--- config.mk ---
export PLATFORM = sky130hd
export DESIGN_NAME = reg_file_flat
export DESIGN_NICKNAME = d
export VERILOG_FILES = /design/src/rtl/reg_file_pkg.sv /design/src/rtl/reg_file_if.sv /design/src/rtl/reg_file.sv /design/src/flat_wrapper.sv
export SDC_FILE = /design/constraint.sdc
export NUM_CORES = 2
export LEC_CHECK = 0
export CORE_ASPECT_RATIO = 1.4
export CORE_MARGIN = 2
export CORE_UTILIZATION = 55
export DETAILED_ROUTE_END_ITERATION = 10
export DONT_BUFFER_PORTS = 1
export PLACE_DENSITY = 0.82
export SYNTH_ARGS = -nofsm -noshare
export SYNTH_HDL_FRONTEND = slang
export SYNTH_SLANG_ARGS = --single-unit
--- constraint.sdc ---
create_clock -name clk -period 31.5 [get_ports clk]
set_input_delay 3.15 -clock clk [delete_from_list [all_inputs] [get_ports clk]]
set_output_delay 3.15 -clock clk [all_outputs]
set_load 0.02 [all_outputs]
--- src/rtl/reg_file_pkg.sv ---
// Shared widths, index constants and types for the architectural integer register file.
package reg_file_pkg;

  localparam int unsigned WordW   = 32;
  localparam int unsigned RegIdxW = 5;
  localparam int unsigned NumRegs = 32;

  typedef logic [WordW-1:0]   word_t;
  typedef logic [RegIdxW-1:0] reg_idx_t;

  localparam reg_idx_t RegZero = '0;

endpackage

--- src/rtl/reg_file_if.sv ---
// Writeback commit port, decode read ports and stall for reg_file.
// Optional debug read port is present when REGFILE_DBG_EN is defined.
interface reg_file_if;
  import reg_file_pkg::*;

  logic     wr_en;
  reg_idx_t wr_reg;
  word_t    wr_data;
  logic     stall;
  reg_idx_t rs1;
  reg_idx_t rs2;
  word_t    rs1_data;
  word_t    rs2_data;
`ifdef REGFILE_DBG_EN
  reg_idx_t dbg_reg;
  word_t    dbg_data;
`endif

  modport master (
    output wr_en, wr_reg, wr_data, stall, rs1, rs2,
    input  rs1_data, rs2_data
`ifdef REGFILE_DBG_EN
    , output dbg_reg
    , input  dbg_data
`endif
  );

  modport slave (
    input  wr_en, wr_reg, wr_data, stall, rs1, rs2,
    output rs1_data, rs2_data
`ifdef REGFILE_DBG_EN
    , input  dbg_reg
    , output dbg_data
`endif
  );

endinterface

--- src/rtl/reg_file.sv ---
// Architectural register file: one write port, two registered read ports with bypass and
// stall hold; x0 reads zero. REGFILE_DBG_EN adds a combinational debug read port.
module reg_file
  import reg_file_pkg::*;
#(
  parameter int unsigned Regs   = NumRegs,
  parameter bit          Bypass = 1'b1
) (
  input logic       clk,
  input logic       clr,
  reg_file_if.slave rf
);

  word_t    regs_q [Regs];
  word_t    regs_d [Regs];
  reg_idx_t rs1_idx_q, rs1_idx_d;
  reg_idx_t rs2_idx_q, rs2_idx_d;
  word_t    rs1_data_q, rs1_data_d;
  word_t    rs2_data_q, rs2_data_d;
  word_t    rs1_arr, rs2_arr;
  logic     wr_ok;

  function automatic logic in_range(input reg_idx_t idx);
    return 32'(idx) < Regs;
  endfunction

  // Shared by both read ports. While stalled the held operand still tracks commits to
  // its latched index so decode never consumes stale data.
  function automatic word_t port_next(input logic     stall,
                                      input reg_idx_t rs,
                                      input reg_idx_t idx_q,
                                      input word_t    data_q,
                                      input word_t    arr_val,
                                      input logic     wr_hit,
                                      input reg_idx_t wr_reg,
                                      input word_t    wr_data);
    word_t nxt;
    nxt = data_q;
    if (stall) begin
      if (wr_hit && wr_reg == idx_q) nxt = wr_data;
    end else if (rs == RegZero || !in_range(rs)) begin
      nxt = '0;
    end else if (Bypass && wr_hit && wr_reg == rs) begin
      nxt = wr_data;
    end else begin
      nxt = arr_val;
    end
    return nxt;
  endfunction

  assign wr_ok   = rf.wr_en && (rf.wr_reg != RegZero) && in_range(rf.wr_reg);
  assign rs1_arr = in_range(rf.rs1) ? regs_q[rf.rs1] : '0;
  assign rs2_arr = in_range(rf.rs2) ? regs_q[rf.rs2] : '0;

  always_comb begin
    regs_d = regs_q;
    if (wr_ok) regs_d[rf.wr_reg] = rf.wr_data;

    rs1_idx_d  = rf.stall ? rs1_idx_q : rf.rs1;
    rs2_idx_d  = rf.stall ? rs2_idx_q : rf.rs2;
    rs1_data_d = port_next(rf.stall, rf.rs1, rs1_idx_q, rs1_data_q, rs1_arr,
                           wr_ok, rf.wr_reg, rf.wr_data);
    rs2_data_d = port_next(rf.stall, rf.rs2, rs2_idx_q, rs2_data_q, rs2_arr,
                           wr_ok, rf.wr_reg, rf.wr_data);
  end

  always_ff @(posedge clk or posedge clr) begin
    if (clr) begin
      for (int i = 0; i < int'(Regs); i++) regs_q[i] <= '0;
      rs1_idx_q  <= RegZero;
      rs2_idx_q  <= RegZero;
      rs1_data_q <= '0;
      rs2_data_q <= '0;
    end else begin
      regs_q     <= regs_d;
      rs1_idx_q  <= rs1_idx_d;
      rs2_idx_q  <= rs2_idx_d;
      rs1_data_q <= rs1_data_d;
      rs2_data_q <= rs2_data_d;
    end
  end

  assign rf.rs1_data = rs1_data_q;
  assign rf.rs2_data = rs2_data_q;

`ifdef REGFILE_DBG_EN
  assign rf.dbg_data = (rf.dbg_reg == RegZero || !in_range(rf.dbg_reg)) ? '0
                                                                         : regs_q[rf.dbg_reg];
`endif

endmodule

--- src/flat_wrapper.sv ---
// flat-port wrapper written by rule: the top's interface ports become plain ports
module reg_file_flat import reg_file_pkg::*;
#(
  parameter int unsigned Regs   = NumRegs,
  parameter bit          Bypass = 1'b1
)
  (clk, clr, rf_wr_en, rf_wr_reg, rf_wr_data, rf_stall, rf_rs1, rf_rs2, rf_rs1_data, rf_rs2_data);
  reg_file_if rf_i ();
  input logic clk;
  input logic clr;
  input wire logic [$bits(rf_i.wr_en)-1:0] rf_wr_en;
  input wire logic [$bits(rf_i.wr_reg)-1:0] rf_wr_reg;
  input wire logic [$bits(rf_i.wr_data)-1:0] rf_wr_data;
  input wire logic [$bits(rf_i.stall)-1:0] rf_stall;
  input wire logic [$bits(rf_i.rs1)-1:0] rf_rs1;
  input wire logic [$bits(rf_i.rs2)-1:0] rf_rs2;
  output wire logic [$bits(rf_i.rs1_data)-1:0] rf_rs1_data;
  output wire logic [$bits(rf_i.rs2_data)-1:0] rf_rs2_data;
  assign rf_i.wr_en = rf_wr_en;
  assign rf_i.wr_reg = rf_wr_reg;
  assign rf_i.wr_data = rf_wr_data;
  assign rf_i.stall = rf_stall;
  assign rf_i.rs1 = rf_rs1;
  assign rf_i.rs2 = rf_rs2;
  assign rf_rs1_data = rf_i.rs1_data;
  assign rf_rs2_data = rf_i.rs2_data;
  reg_file #(.Regs(Regs), .Bypass(Bypass)) u_core (.clk(clk), .clr(clr), .rf(rf_i));
endmodule
After elaboration in Yosys (flattened, before gate mapping) --
Cells that the tools add are included.
Word-level totals: flip-flop bits (word level) 1098, bits of input ports 51, output and inout bits 64, word-level logic and storage cells 75
Operators by class: $lt $le $gt $ge 4, equality and inequality tests 6, multiplexer cells 17, bitwise logic cells 3, reduce and logical (&&, ||, !) cells 9
Operators with widths (number):
- bitwise mux 1024 bit | 1
- 2-to-1 mux 32 bit | 13
- binary-select mux 32 bit (select 5 bit) | 2
- demux 32 bit (select 5 bit) | 1
- == test 5 bit | 4
- >= comparator 6 bit, second input constant | 3
- inverter 5 -> 6 bit | 3
- zero test 5 bit | 2
- logical AND 1 bit | 6
- < comparator 6 x 1 -> 1 bit, second input constant | 1
- nonzero test 5 bit | 1
- inequality test 2 x 1 -> 1 bit, second input constant | 2

Longest topological paths before layout --
word-level depth 7, depth in mapped cells 10, gate-level depth less buffers 5

Worst setup path after synthesis --
OpenSTA, ideal clock, no wires.
kind input-to-reg, start input rf_rs2[0], end register u_core.rs2_data_q[29] (netlist: u_core.rf.rs2_data[29]), setup time 0.126 ns, arrival time 4.895 ns, data required time 31.374 ns, path slack 26.479 ns, stages 7, path buffers 3, cells stage by stage buf_4 buf_2 buf_2 mux4_2 a22oi_1 a22oi_1 a221o_1
On the way: word-level cells in the longest chain between the ends 7, elaborated cells between the ends (all ways) 10, classes of those cells 1 x eq/ne; 6 x mux; 1 x bitwise; 2 x reduce/logical
Ends and longest elaborated chain:
- start, declared | line flat_wrapper.sv:16 | input wire logic [$bits(rf_i.rs2)-1:0] rf_rs2;
- inverter 5 -> 6 bit (implied by the code) | line reg_file.sv:53 | assign rs2_arr = in_range(rf.rs2) ? regs_q[rf.rs2] : '0;
- binary-select mux 32 bit (select 5 bit) | line reg_file.sv:53
- 2-to-1 mux 32 bit (implied by the code) (2 in a row) | line reg_file.sv:53
- 2-to-1 mux 32 bit | line reg_file.sv:43 | end else if (Bypass && wr_hit && wr_reg == rs) begin
- 2-to-1 mux 32 bit * | line reg_file.sv:41 | end else if (rs == RegZero || !in_range(rs)) begin
- 2-to-1 mux 32 bit * | line reg_file.sv:39 | if (stall) begin
- end signal, assigned | line reg_file.sv:79 | rs2_data_q <= rs2_data_d;
- end, declared | line reg_file.sv:19 | word_t rs2_data_q, rs2_data_d;
Every way passes the cells marked *; elsewhere a longest branch is shown, timed or not. The select of a mux whose other input is x is not followed. A chain may end at the register's enable or synchronous reset.

Worst setup path in the final report --
start input rf_rs1[0], end register u_core.rs1_data_q[14] (netlist: u_core.rf.rs1_data[14])
On the way: word-level cells in the longest chain between the ends 7, elaborated cells between the ends (all ways) 10, classes of those cells 1 x eq/ne; 6 x mux; 1 x bitwise; 2 x reduce/logical
Ends and longest elaborated chain:
- start, declared | line flat_wrapper.sv:15 | input wire logic [$bits(rf_i.rs1)-1:0] rf_rs1;
- inverter 5 -> 6 bit (implied by the code) | line reg_file.sv:52 | assign rs1_arr = in_range(rf.rs1) ? regs_q[rf.rs1] : '0;
- binary-select mux 32 bit (select 5 bit) | line reg_file.sv:52
- 2-to-1 mux 32 bit (implied by the code) (2 in a row) | line reg_file.sv:52
- 2-to-1 mux 32 bit | line reg_file.sv:43
- 2-to-1 mux 32 bit * | line reg_file.sv:41
- 2-to-1 mux 32 bit * | line reg_file.sv:39
- end signal, assigned | line reg_file.sv:78 | rs1_data_q <= rs1_data_d;
- end, declared | line reg_file.sv:18 | word_t rs1_data_q, rs1_data_d;
Marks and branches as above.

==> results.tsv <==
stage	metric	value	unit
status	outcome	finished, violations left	
status	failing checks	max-slew violations	
power_and_ir_drop	Comb pwr share	17.5	%
global_route	largest net degree at the start of global routing	324	
die	IO Count	115	
power_and_ir_drop	Max rail drop VDD	0.0417	mV
finish	area of the multi-input gates	0.0282	sq mm
sta	slew margin rel.	-28.4	%
route	Routed WL	184000	microns
yosys	Avg Synthesized Cell Area	14.5	sq um
die	Core ar.	0.104	sq mm
min_path	worst min path class	flop to flop	
sta	hold slack final	0.396	ns
power_and_ir_drop	sequential share of power	48.0	%
die	die footprint	0.107	sq mm
finish	Fillers	7594	
yosys	Yosys reg bits	1098	
yosys	sequential-to-total area share from yosys stat	47.7	%
sta	Final Setup Violations	0	
clock_tree	clock sinks	1098	
clock_tree	CTS root buf	clkbuf_16	
power_and_ir_drop	switch share	26.6	%
setup_path	crit end category	flop	
route	average vias per placed instance	7.57	
setup_path	critical path class	primary input to flop	
yosys	EDFF count, synth	0	
die	Die Wd	278	microns
placed_design	Final HPWL DP	100000	microns
finish	Layout Nets	3742	
setup_path	Arr. time, crit path	6.32	ns
run	Max Cap Viol	0	
clock_tree	H-tree depth	3	
yosys	Post-Syn Area	0.0576	sq mm
sta	RSZ-0062 raised after global routing	false	
yosys	synth unique cells	60	
power_and_ir_drop	Clock power frac	34.5	%
sta	skew final	0.0386	ns
yosys	Synth async-reset ratio	100	%
sta	Least-Margin Pin Slew	1.93	ns
setup_path	buffers plus inverters on the worst setup path	0	
setup_path	slowest CP cell	mux4_2	
die	Initial Util	55.5	%
finish	Register Area	0.0275	sq mm
clock_tree	Setup Fix Bufs, Post-CTS	0	
die	# rows	140	
finish	commonest cells after routing, fill and taps aside	dfrtp_1, mux2_2, mux4_2	
setup_path	critical-path cell list	mux4_2 -> a22o_1 -> a2111oi_0 -> a41o_1 -> a32oi_1	
clock_tree	Hold Buf Count CTS	0	
setup_path	Crit path largest cell delay	1.11	ns
global_route	antenna violations before repair	2	
route	Post-DRT Antenna Nets	0	
power_and_ir_drop	internal power	2.89	mW
finish	leading cell type in the layout, fill and taps excluded	dfrtp_1	
yosys	Post-Syn Instances	3977	
finish	layout cells sized above 1	44.7	%
global_route	first-pass GRT wire length	269000	microns
yosys	Synthesized Nets	4028	
sta	Final min period	5.79	ns
global_route	global-route usage over all layers	34.2	%
global_route	vias in the first global route	39879	
setup_path	CP startpoint kind	primary input	
power_and_ir_drop	Leak	26.4	nW
setup_path	top cell family by delay on the critical path	compound AO/OA/AOI/OAI gates	
yosys	Syn. warnings	0	
yosys	main flop type after synthesis	dfrtp_1	
route	DR vias	38824	
sta	setup_tns	0	ns
power_and_ir_drop	pwr dens	63.9	mW/mm^2
global_route	total global routing overflow	0	
clock_tree	Clock Path Buffers	3	
setup_path	CP Data Required Time	32.03	ns
clock_tree	worst skew pair latency	0.72	ns
clock_tree	total CTS buffers	103	
placed_design	number of port buffers	0	
clock_tree	post-CTS sizing	0	
sta	Hold Vio Cnt, Final	0	
clock_tree	CTS tree	built	
sta	final period utilization	18.4	%
sta	fmax	0.173	GHz
route	WL/cell	35.9	microns
power_and_ir_drop	switching power	1.05	mW
sta	Slew Limit Fails	226	
route	DR pass1 iterations	8	
placed_design	GPL Wtd Cong	0.876	
setup_path	crit-path max FO	323	
finish	Area growth syn-to-layout	6.89	%
clock_tree	CTS clk-pin slew, worst paths	0.06	ns
route	drt drc	0	
route	Starting DRT DRC Count	5438	
die	Die Height	387	microns
-- sequential cells by signal, indices dropped and copies added, names as in the netlist --
register,flops
u_core.regs_q,1024
u_core.rf.rs1_data,32
u_core.rf.rs2_data,32
u_core.rs1_idx_q,5
u_core.rs2_idx_q,5
-- final timing paths --
kind | from | end | slack, ns | cells past startpoint
max in group asynchronous | clr | u_core.regs_q[778] | 25.77 | 4
min | u_core.regs_q[1012] | u_core.regs_q[1012] | 0.40 | 0
min reg2reg | u_core.regs_q[1012] | u_core.regs_q[1012] | 0.40 | 0
max | rf_rs1[0] | u_core.rf.rs1_data[14] | 25.71 | 5
min in group asynchronous | clr | u_core.regs_q[26] | 2.48 | 1
max reg2reg | u_core.rs1_idx_q[2] | u_core.rf.rs1_data[25] | 28.35 | 5
-- metrics by stage --
stage          util [%]  worst slack (ns)  total power, mW  cells  cell area, sq um
6_report           59.3             25.71             3.94   5127             61600
5_1_grt            59.3             25.25             4.06   5127             61600
4_1_cts            59.3             25.68             3.92   5125             61600
3_5_place_dp       55.7             24.94             2.58   4934             57900
3_3_place_gp       55.7             24.98             2.53   4934             57900
2_1_floorplan         -             13.20             2.44   3977             57600
-- cell families (layout without fill, tap and decap cells) --
group,after synthesis,in the layout,synth area share [%]
AOI/OAI and AO/OA,560,560,7.67
xor gates and xnor gates,20,20,0.304
buffers and inverters,464,264,3.71
DFF,1098,1098,47.7
muxes,1641,1641,39.0
other,0,1,0
and+or+nand+nor,194,194,1.58
-- metal layers --
layer  global-route usage, %  share of wire (%)
met1                    42.3                 35
met2                    51.9                 46
met5                       0                  0
met4                    21.8                7.2
met3                    11.3                 12
-- cells in the mapped netlist (18+ instances only) --
cell type  number  area (sq um)
o221ai_1       46           403
mux2i_1       256          2560
mux4_2        384          8650
buf_2         144           721
buf_1          49           184
a22o_1         61           534
o211ai_1       54           405
a32oi_1        54           473
buf_4          24           180
a2111oi_0      20           175
a211oi_1       39           293
nand2_1       124           465
xnor2_1        18           158
clkbuf_1      227           852
o22ai_1        64           400
mux2_2        999         11200
a21oi_1        53           265
dfrtp_1      1098         27500
a22oi_1       105           788
-- cell type report --
type                            instances  share of cell area (%)
Inverter                                3                  0.0244
Multi-Input combinational cell       2415                    45.8
Tap cell                             1349                    2.74
Clock inverter                         41                   0.992
Sequential cell                      1098                    44.6
Timing Repair Buffer                   70                   0.870
Antenna cell                            1                 0.00406
Clock buffer                          150                    4.96
-- power groups by stage --
stage               Sequential, mW  Combinational (mW)  Clock [mW]
floorplan                     1.84               0.604           0
global placement              1.87               0.653           0
detailed placement            1.90               0.675           0
CTS                           1.88               0.681        1.36
global route                  1.91               0.726        1.42
finish                        1.89               0.688        1.36
No activity file was read; power rests on OpenSTA's default activity.
